File: config.mk
export PLATFORM = sky130hd
export DESIGN_NAME = stage_sequencer
export DESIGN_NICKNAME = d
export VERILOG_FILES = /design/src/rtl/stage_sequencer.sv
export SDC_FILE = /design/constraint.sdc
export NUM_CORES = 1
export LEC_CHECK = 0
export CAP_MARGIN = 20
export CORE_ASPECT_RATIO = 0.7
export CORE_MARGIN = 8
export CORE_UTILIZATION = 55
export DETAILED_ROUTE_END_ITERATION = 10
export PLACE_DENSITY = 0.8
export SYNTH_ARGS = -nofsm -noshare
export SYNTH_HDL_FRONTEND = slang
export SYNTH_SLANG_ARGS = --single-unit
File: constraint.sdc
create_clock -name clk -period 3.1 [get_ports clk]
set_input_delay 0.31 -clock clk [delete_from_list [all_inputs] [get_ports clk]]
set_output_delay 0.31 -clock clk [all_outputs]
set_load 0.02 [all_outputs]
File: src/rtl/stage_sequencer.sv
`timescale 1ns/1ps
// stage_sequencer
//   Runs up to NUM_STAGES programmed cook stages in order. For each stage it
//   loads a BCD mm:ss value into an external countdown timer, enables the
//   timer until it reports zero, and then drives the buzzer for BEEP_TICKS
//   ticks of tick_10ms. A stage programmed as 0000 is skipped without a beep.
//
//   Ports
//     clk, reset          5 MHz clock, asynchronous active-low reset
//     tick_10ms           one-cycle enable, once per 10 ms (beep timing)
//     prog_wr/idx/time    stage programming, accepted only in IDLE with valid BCD
//     prog_count          number of active stages (clamped to NUM_STAGES)
//     start/pause/abort   one-cycle control requests
//     timer_done          countdown reached zero
//     load_timer/value    one-cycle load of the countdown timer
//     timer_enable        countdown run enable
//     stage_idx           current stage
//     busy/paused/buzzer/all_done  status, decoded from registered state
module stage_sequencer #(
    parameter int NUM_STAGES = 4,
    parameter int BEEP_TICKS = 50
) (
    input  logic        clk,
    input  logic        reset,
    input  logic        tick_10ms,
    input  logic        prog_wr,
    input  logic [1:0]  prog_idx,
    input  logic [15:0] prog_time,
    input  logic [2:0]  prog_count,
    input  logic        start,
    input  logic        pause,
    input  logic        abort,
    input  logic        timer_done,
    output logic        load_timer,
    output logic [15:0] load_value,
    output logic        timer_enable,
    output logic [1:0]  stage_idx,
    output logic        busy,
    output logic        paused,
    output logic        buzzer,
    output logic        all_done
);

    localparam int               CNT_W    = (BEEP_TICKS < 1) ? 1 : $clog2(BEEP_TICKS + 1);
    localparam logic [2:0]       NS       = 3'(NUM_STAGES);
    localparam logic [CNT_W-1:0] BEEP_MAX = CNT_W'(BEEP_TICKS);

    typedef enum logic [2:0] {
        IDLE,
        LOAD,
        RUN,
        PAUSED,
        BEEP,
        FINISHED
    } state_t;

    state_t           state_q, state_d;
    logic [1:0]       idx_q, idx_d;
    logic [CNT_W-1:0] cnt_q, cnt_d;
    logic [15:0]      stage_q [4];
    logic [15:0]      cur_time;
    logic [2:0]       eff_count;
    logic             last_stage;
    logic             time_ok;
    logic             write_ok;

    // mm:ss BCD: tens digits 0-5, unit digits 0-9
    assign time_ok = (prog_time[15:12] <= 4'd5) && (prog_time[11:8] <= 4'd9) &&
                     (prog_time[7:4]   <= 4'd5) && (prog_time[3:0]  <= 4'd9);
    assign write_ok   = prog_wr && (state_q == IDLE) && time_ok && ({1'b0, prog_idx} < NS);
    assign eff_count  = (prog_count > NS) ? NS : prog_count;
    // ">=" rather than "==" so a shrinking prog_count mid-run still ends the sequence
    assign last_stage = (({1'b0, idx_q} + 3'd1) >= eff_count);
    assign cur_time   = stage_q[idx_q];

    // Entries at or above NUM_STAGES are never written and stay at 0000.
    always_ff @(posedge clk or negedge reset) begin
        if (!reset) begin
            for (int unsigned i = 0; i < 4; i++) begin
                stage_q[i] <= '0;
            end
        end else if (write_ok) begin
            stage_q[prog_idx] <= prog_time;
        end
    end

    always_ff @(posedge clk or negedge reset) begin
        if (!reset) begin
            state_q <= IDLE;
            idx_q   <= '0;
            cnt_q   <= '0;
        end else begin
            state_q <= state_d;
            idx_q   <= idx_d;
            cnt_q   <= cnt_d;
        end
    end

    always_comb begin
        state_d = state_q;
        idx_d   = idx_q;
        cnt_d   = cnt_q;
        if (abort && (state_q != IDLE)) begin
            state_d = IDLE;
            idx_d   = '0;
            cnt_d   = '0;
        end else begin
            case (state_q)
                IDLE: begin
                    if (start && (eff_count != 3'd0)) begin
                        state_d = LOAD;
                        idx_d   = '0;
                    end
                end
                LOAD: begin
                    if (cur_time == 16'h0000) begin
                        if (last_stage) begin
                            state_d = FINISHED;
                        end else begin
                            state_d = LOAD;
                            idx_d   = idx_q + 2'd1;
                        end
                    end else begin
                        state_d = RUN;
                    end
                end
                RUN: begin
                    if (timer_done) begin
                        state_d = BEEP;
                        cnt_d   = '0;
                    end else if (pause) begin
                        state_d = PAUSED;
                    end
                end
                PAUSED: begin
                    if (pause) begin
                        state_d = RUN;
                    end
                end
                BEEP: begin
                    if (cnt_q == BEEP_MAX) begin
                        if (last_stage) begin
                            state_d = FINISHED;
                        end else begin
                            state_d = LOAD;
                            idx_d   = idx_q + 2'd1;
                        end
                    end else if (tick_10ms) begin
                        cnt_d = cnt_q + 1'b1;
                    end
                end
                FINISHED: begin
                    if (start) begin
                        state_d = IDLE;
                        idx_d   = '0;
                    end
                end
                default: begin
                    state_d = IDLE;
                    idx_d   = '0;
                    cnt_d   = '0;
                end
            endcase
        end
    end

    always_comb begin
        load_timer   = (state_q == LOAD);
        load_value   = (state_q == LOAD) ? cur_time : 16'h0000;
        timer_enable = (state_q == RUN);
        stage_idx    = idx_q;
        busy         = (state_q == LOAD) || (state_q == RUN) ||
                       (state_q == PAUSED) || (state_q == BEEP);
        paused       = (state_q == PAUSED);
        buzzer       = (state_q == BEEP);
        all_done     = (state_q == FINISHED);
    end

endmodule

## Yosys cells after proc, flatten, opt, wreduce, memory -nomap -nowiden

Index checks and enable logic that the tools add are counted.

- Logic and storage cells: 88
- Output and inout bits: 24
- Input port bits: 29
- Flip-flop bits (word level): 75

- Multiplexer cells: 30
- Equality and inequality tests: 17
- Magnitude comparators: 9
- Reductions and logical operators: 20
- Bitwise operators: 2
- Add/subtract/negate cells: 3

Operators with widths:

| kind | count |
|---|---|
| $bwmux W64 | 1 |
| $mux W16 | 4 |
| $bmux W16 S2 | 1 |
| $demux W16 S2 | 1 |
| $mux W3 | 10 |
| $mux W6 | 4 |
| $pmux W3 S6 | 1 |
| $pmux W6 S3 | 1 |
| $logic_not A16 Y1 | 1 |
| $mux W2 | 6 |
| $ne A3 B2 Y1 const B | 4 |
| $pmux W2 S5 | 1 |
| $reduce_and A5 Y1 | 2 |
| $ne A3 B1 Y1 const B | 3 |
| $le A4 B3 Y1 const B | 2 |
| $le A4 B4 Y1 const B | 2 |
| $logic_and A1 B1 Y1 | 8 |
| $add A6 B1 Y6 const B | 1 |
| $eq A3 B2 Y1 const B | 2 |
| $eq A3 B3 Y1 const B | 2 |
| $eq A6 B6 Y1 const B | 1 |
| $ge A3 B3 Y1 const B | 2 |
| $not A2 Y3 | 2 |
| $reduce_bool A3 Y1 | 2 |
| other kinds (14) | 17 |

## Depth between registers and ports, before layout

Gate-level depths: netlist of the first run.

- Depth after elaboration: 8
- Mapped depth: 8
- Gate-level depth less buffers: 8

## Worst setup path before layout of the first run

OpenSTA, ideal clock, no wires.

- Kind: register to register
- From: reg idx_q[0] (netlist: stage_idx[0])
- To: reg idx_q[1] (netlist: stage_idx[1])
- Cell stages (with the launch flop): 9
- Setup slack: 0.755 ns
- Library setup time: 0.122 ns
- Arrival time: 2.224 ns
- Clock period less this slack: 2.345 ns
- Buffers on the path: 2
- Required time: 2.978 ns
- Cells stage by stage: dfrtp_1 buf_6 buf_12 mux4_1 nor4_1 and4_1 or2b_2 o211ai_2 a32o_1

- Word-level cells in the longest chain between the ends: 7
- Elaborated cells on any way between the ends: 15
- Those cells by class: add/sub (2); order compare (1); eq/ne (1); mux (8); bitwise (1); reduce/logical (2)

Ends and longest elaborated chain:

| what | line | text |
|---|---|---|
| from (decl) | 58 | `logic [1:0] idx_q, idx_d;` |
| from (signal assigned) | 94 | `idx_q <= idx_d;` |
| parallel branches: the longest is 7 deep, another holds $add A2 B1 Y3 | n/a |  |

Several ways; the timed one is not identified. The select of a mux whose other input is x is not followed.
A chain may end at the register's enable or synchronous reset.

## Worst setup path after layout of the first run

- From: reg idx_q[0] (netlist: stage_idx[0])
- To: out load_value[4]

- Word-level cells in the longest chain between the ends: 5

Ends and longest elaborated chain:

| what | line | text |
|---|---|---|
| $not A2 Y3 (implied by the code) | 74 | `assign cur_time = stage_q[idx_q];` |
| $bmux W16 S2 | 74 |  |
| $mux W16 (implied by the code) (2 in series) | 74 |  |
| $mux W16 | 169 | `load_value = (state_q == LOAD) ? cur_time : 16'h0000;` |
| to (decl) | 35 | `output logic [15:0] load_value,` |

No other way between the ends. The select of a mux whose other input is x is not followed.

==> results.md, run 1 <==
* Initial Util at 57.31%
* Asr flop ratio synth at 100.0%
* Starting DRC count in detailed routing at 156
* Total Power at 3.114 mW
* Final HPWL DP at 6424 µm
* Ranking of synthesized cells by area: dfrtp_1 (48%), mux2_2 (16%), mux4_1 (9.5%)
* WP data arrival at 2410 ps
* Clk pin slew, worst setup/hold paths at about 80 ps
* Total grt overflow at 0
* Drt wl/cell at 19.29 µm
* Critical path class: reg -> out
* Final period utilization at 87.85%
* Post-synthesis sequential area ratio at 48.25%
* CTS Sinks at 75
* VDD IR-drop max at about 380 µV
* Most used flip-flop cell after synthesis: dfrtp_1
* Finished Cell Area at 4721 µm²
* Cts hold-fix bufs at 0
* Synth warnings at 0
* Synth Cell Area at 3890 µm²
* Syn Area/Cell at approximately 13 µm²
* Worst Clk Skew at around 9.4 ps
* PwrDens at 659.6 nW/µm²
* Input/output buffers at 52
* F_max at between 300 and 400 MHz
* Root Driver: clkbuf_8
* CP max FO at 11
* Register bit total from synthesis at 75
* Worst setup SP type: flop
* Syn nets at 329
* CTS tree: done
* H-tree depth at 3
* Detailed Routing Iterations Pass 1 at 4
* Synth cell types at 43
* Die area at 10,060 µm²
* WP data required at 2790 ps
* Rel. slew slack at 41.32%
* Antenna diodes at 0
* Status: finished clean
* Crit-path cells: buf_4, mux4_1, and2_2, clkdlybuf4s50_1
* Post-placement cell area at 4534 µm²
* Worst-margin pin slew at just under 900 ps
* Final slew viol count at 0
* Slowest CP cell: mux4_1
* Post-layout min period at 2723 ps
* Worst path bufs/invs at 2
* Antenna violations before repair at 0
* Clk Latency, worst-skew pair at 350 ps
* Final ANT Viol Nets at 0
* Vias in the first global route at 2,688
* Share of the synthesized area in the top cell type at 48.25%
* Vias per std cell at 5.673
* Number of synthesized flops with an enable pin at 0
* Gpl congestion at 0.7892
* # fillers at about 500
* Layout cell share with drive strength beyond 1 at 27.15%
* Die Height at 86.36 µm
* Maxcap violations at 0
* Setup crit end kind: primary output
* Layout Utilization at 69.55%
* Lkg Pwr at ~2.2 nW
* Post-CTS sizing at 0
* Nets at approximately 400
* DRC errors left at 0
* Top-Level Pins at 53
* GRT Total Usage at between 10% and 20%
* TNS Setup at 0 ps
* Setup bufs post-CTS at 0
* Max Root-Sink Buffers at 2
* Area Growth Syn to Fin at 21.36%
* Max incr delay on CP at 630 ps
* Hold Crit Class: in -> async
* RSZ-0062 raised after global routing: no
* Post-synth top area cell: dfrtp_1
* Post-synthesis cell count at 294
* Largest net degree at the start of global routing at 40
* Crit path max-delay family: buffers and inverters
* Core area at 6788 µm²
* Die X at 116.5 µm
* Num rows at 25
* Fin. Hold Viols at 0
* Total number of vias at approximately 2,600
* First-pass GRT wire length at roughly 14,000 µm
* Number of buffers created by CTS at 9
* Final setup violation count at 0
* Total routed wirelength at about 9000 µm
==> per-layer routing <==
layer | up-vias | wire length (µm) | GRT usage [%]
met5 | - | 0 | 0
met4 | 0 | 52 | 3.986
met3 | 6 | 620 | 5.552
met2 | 70 | 3873 | 27.46
met1 | 1293 | 4233 | 25.28
li1 | 1212 | - | -
==> path summary, 6_finish.rpt <==
check	slack [ps]	end	startpoint	cells past startpoint
max	380	load_value[4]	stage_idx[0]	4
min	80	cnt_q[3]	reset	1
max reg2reg	390	stage_idx[1]	stage_idx[0]	7
min reg2reg	500	stage_q[47]	stage_q[47]	1
max in group asynchronous	2210	stage_q[15]	reset	2
min in group clk	500	stage_q[47]	stage_q[47]	1
==> per-stage QoR <==
stage	hold WS, ps	setup slack [ps]	instances
final	79.38	376.7	455
after CTS	91.08	357.2	455
after floorplan	14.41	754.9	294
after detailed placement	472.1	409.4	439
after global routing	135.3	276.9	455
after global placement	459.9	471.1	439
==> worst register-to-register path: cells and delay by family (launching register included) <==
| family | cells | cell delay, ps |
|---|---|---|
| mux | 1 | 620 |
| flops | 1 | 440 |
| compound gates | 2 | 370 |
| simple gates | 3 | 930 |
| buf+inv | 1 | 260 |
==> state kept, by name (all words and copies together), names as in the netlist <==
signal and count:
stage_q 64, stage_idx 2, cnt_q 6, state_q 3
==> cell usage after synthesis, types with 2 or more instances <==
cell type / instances
buf_6: 2
nor2_1: 11
mux4_1: 14
nand4_1: 3
xor2_1: 4
nor4_1: 6
mux2_2: 56
inv_1: 3
nand2b_1: 4
nor3b_1: 2
clkbuf_1: 5
buf_2: 6
nor2b_1: 12
and2_1: 20
o21ai_0: 6
nand2_1: 12
nand3b_1: 3
and3_1: 3
a22o_1: 5
dfrtp_1: 75
a21o_1: 2
xnor2_1: 2
a21oi_1: 10
mux4_2: 2
ha_1: 6
buf_4: 2
a22oi_1: 2
==> cells in the final DEF (no fill, tap or decap), types with 2 or more instances in the layout <==
cell type,Yosys,layout
dfrtp_1,75,75
mux2_2,56,56
clkdlybuf4s50_1,0,51
and2_1,20,20
buf_4,2,15
mux4_1,14,14
nor2b_1,12,12
nand2_1,12,12
nor2_1,11,11
a21oi_1,10,10
clkbuf_8,0,10
o21ai_0,6,6
nor4_1,6,6
ha_1,6,6
a22o_1,5,5
nand2b_1,4,4
xor2_1,4,4
inv_1,3,3
nand3b_1,3,3
nand4_1,3,3
and3_1,3,3
clkinvlp_4,0,3
mux4_2,2,2
a21o_1,2,2
a22oi_1,2,2
xnor2_1,2,2
inv_6,0,2
==> cell type report <==
cell class,instances,area [µm²],share of cell area [%]
inverters,3,11.26,0.2385
clock buffers,10,137.6,2.915
clock inverters,6,48.80,1.034
flip-flops and latches,75,1877,39.76
multi-input cells,200,1901,40.26
well taps,94,117.6,2.491
repair buffers,67,628.1,13.31
==> logic make-up (layout without fill, tap and decap cells) <==
kind of cell | Yosys count | count (layout) | synth area share, %
buf+inv | 19 | 86 | 3.023
compound gates | 31 | 31 | 5.436
mux | 72 | 72 | 26.83
flops | 75 | 75 | 48.25
fa+ha+maj | 6 | 6 | 1.930
simple gates | 85 | 85 | 13.19
xor+xnor | 6 | 6 | 1.351
==> power breakdown <==
group          internal, mW  switching [mW]
registers              1.14           0.117
clock network         0.319           0.380
logic                 0.571           0.590
total                  2.03            1.09
Note: power is estimated with default switching activity, not from simulation.
==> inputs of run 2 (changes only) <==
--- a/config.mk
+++ b/config.mk
@@ -8,9 +8,10 @@
 export CAP_MARGIN = 20
 export CORE_ASPECT_RATIO = 0.7
 export CORE_MARGIN = 8
-export CORE_UTILIZATION = 55
+export CORE_UTILIZATION = 53
+export CTS_BUF_LIST = sky130_fd_sc_hd__clkbuf_4
 export DETAILED_ROUTE_END_ITERATION = 10
-export PLACE_DENSITY = 0.8
+export PLACE_DENSITY = 0.77
 export SYNTH_ARGS = -nofsm -noshare
 export SYNTH_HDL_FRONTEND = slang
 export SYNTH_SLANG_ARGS = --single-unit
==> run 2 against run 1 <==
Global-route usage is 0.48 points lower. Critical path depth stayed put. Core utilization is 4.9 points lower. Sequential share of layout area is 0.62 points higher. Sequential power hardly changed. Clock power is 28% lower. Flip-flop and latch count stayed put. Critical endpoint unchanged. Largest cell class unchanged.
==> results.md, run 2 (synthesis gave the netlist of run 1 again) <==
* RSZ-0062 raised after global routing: no (unchanged)
* Final HPWL DP at 6095 µm (was 6424 µm)
* Most flop-heavy register: stage_q (unchanged)
* Num rows at 26 (was 25)
* Antenna diodes at 0 (unchanged)
* Layout Utilization at 64.65% (was 69.55%)
* Antenna violations before repair at 0 (unchanged)
* Hold Crit Class: in -> async (unchanged)
* Root Driver: clkbuf_4 (was clkbuf_8)
* Internal power at 1.862 mW (was 2.026 mW)
* First-pass GRT wire length at 14,600 µm (was 14,080 µm)
* DRC errors left at 0 (unchanged)
* CTS Sinks at 75 (unchanged)
* Die Height at 87.68 µm (was 86.36 µm)
* Final slew viol count at 0 (unchanged)
* Gpl congestion at 0.8138 (was 0.7892)
* Largest net degree at the start of global routing at 45 (was 40)
* Vias per std cell at 5.747 (was 5.673)
* CTS tree: done (unchanged)
* Vias in the first global route at 2,704 (was 2,688)
* Rel. slew slack at 50.70% (was 41.32%)
* Post-route insts no fill at 454 (was 455)
* Number of buffers created by CTS at 9 (unchanged)
* Fin. Hold Viols at 0 (unchanged)
* Clk pwr share at 17.4% (was 22.5%)
* WP data required at 2790 ps (about the same)
* Post-layout min period at 2836 ps (was 2723 ps)
* PwrDens at 624.3 nW/µm² (was 659.6 nW/µm²)
* Critical path class: reg -> out (unchanged)
* Reg power frac at 43.8% (was 40.3%)
* # fillers at 545 (was 501)
* Switching part of the total at 35.83% (was 34.93%)
* Status: finished clean (unchanged)
* Total Power at 2.902 mW (was 3.114 mW)
* CP max FO at 17 (was 11)
* Detailed Routing Iterations Pass 1 at 4 (unchanged)
* Layout cell share with drive strength beyond 1 at 25.84% (was 27.15%)
* Top-Level Pins at 53 (unchanged)
* Clk pin slew, worst setup/hold paths at 130 ps (was 80 ps)
* Die X at 118.4 µm (was 116.5 µm)
* Maxcap violations at 0 (unchanged)
* Worst-margin pin slew at 739.5 ps (was 880.1 ps)
* VDD IR-drop max at 360.5 µV (was 377.7 µV)
* Top Registers: stage_q: 64 flops, cnt_q: 6 flops, state_q: 3 flops (unchanged)
* Core area at 7189 µm² (was 6788 µm²)
* Nets at 386 (was 391)
* Total number of vias at 2,609 (was 2,581)
* WP data arrival at 2530 ps (was 2410 ps)
* Die area at 10,380 µm² (was 10,060 µm²)
* Post-placement cell area at 4519 µm² (was 4534 µm²)
* Setup crit end kind: primary output (unchanged)
* Input/output buffers at 52 (unchanged)
* Worst Clk Skew at 10.76 ps (was 9.374 ps)
* Area Growth Syn to Fin at 19.49% (was 21.36%)
* Final period utilization at 91.48% (was 87.85%)
* Finished Cell Area at 4648 µm² (was 4721 µm²)
* Max Root-Sink Buffers at 2 (unchanged)
* NetSw at 1.040 mW (was 1.088 mW)
* H-tree depth at 3 (unchanged)
* Total grt overflow at 0 (unchanged)
* Final ANT Viol Nets at 0 (unchanged)
* Comb pwr share at 38.8% (was 37.3%)
* F_max at 352.6 MHz (was 367.2 MHz)
* Number of flip-flops under the largest register name at 64 (unchanged)
* Final setup violation count at 0 (unchanged)
* Initial Util at 54.11% (was 57.31%)
* Starting DRC count in detailed routing at 133 (was 156)
* Most common cell after layout, fill and taps aside: dfrtp_1 (unchanged)
* Worst setup SP type: flop (unchanged)
* Clk Latency, worst-skew pair at 410 ps (was 350 ps)
* Total routed wirelength at 8611 µm (was 8779 µm)
* GRT Total Usage at 17.75% (was 18.23%)
* Commonest cells after routing, fill and taps aside: dfrtp_1 (75), mux2_2 (56), clkdlybuf4s50_1 (51), and2_1 (20), mux4_1 (14) (was dfrtp_1 (75), mux2_2 (56), clkdlybuf4s50_1 (51), and2_1 (20), buf_4 (15))
* TNS Setup at 0 ps (unchanged)
* Lkg Pwr at 2.169 nW (was 2.218 nW)
* Drt wl/cell at 18.97 µm (was 19.29 µm)
* Dpl cells at 437 (was 439)
## run 2: changes by cell type in the layout (fill, tap and decap cells not counted)
cell and delta:
clkbuf_8 -10, clkbuf_4 +9, buf_4 -8, clkinv_2 +3, buf_12 +2, inv_6 -2, clkinv_4 -1, clkinvlp_4 +1
dlygate4sd3_1 +1, nor3b_2 -1, nor3b_4 +1
## run 2: path summary, 6_finish.rpt
check / start / to / slack [ps] / depth (start not counted)
setup / recovery: state_q[0] / load_value[4] / 260 / 4
hold / removal: reset / stage_q[33] / 490 / 2
setup reg to reg: stage_idx[0] / stage_idx[1] / 420 / 7
hold reg to reg: stage_q[47] / stage_q[47] / 490 / 1
max in group asynchronous: reset / stage_q[55] / 1920 / 3
min in group clk: stage_q[47] / stage_q[47] / 490 / 1
## run 2: area by class of cell
class / count / area [µm²] / area share [%]
well taps: 98 / 122.6 / 2.638
multi-input cells: 200 / 1907 / 41.02
clock inverters: 7 / 45.04 / 0.9690
flip-flops and latches: 75 / 1877 / 40.38
inverters: 3 / 11.26 / 0.2423
repair buffers: 62 / 618.1 / 13.30
clock buffers: 9 / 67.56 / 1.454
## run 2: power groups by stage
stage / sequential [mW] / clock [mW] / combinational [mW]
after floorplan: 1.22 / 0 / 0.782
after global placement: 1.28 / 0 / 1.09
after detailed placement: 1.29 / 0 / 1.12
after CTS: 1.27 / 0.530 / 1.12
after global routing: 1.30 / 0.574 / 1.22
final: 1.27 / 0.504 / 1.13
## run 2: repair_timing
item                                    CTS  global route
gates resized for setup                   0             1
buffers inserted                          0             0
hold buffers                              1             0
endpoints found under the setup margin    0             3
endpoints found under the hold margin    31             0
## run 2: metrics by stage
stage,hold slack (ps),worst slack (ps)
finish,490.6,264.1
global route,522.1,103.0
CTS,494.9,104.7
detailed placement,422.3,458.8
global placement,410.8,572.3
floorplan,14.41,754.9
## run 2: critical path, stage by stage (launching register included)
cell and delay [ps]:
dfrtp_1 650, nor3b_4 460, buf_4 250, and2_2 150, clkdlybuf4s50_1 600
## run 2: layer usage
metal	global-route usage (%)	wire, µm
met1	24.58	4239
met2	26.74	3810
met4	4.457	95
met3	5.473	466
met5	0	0
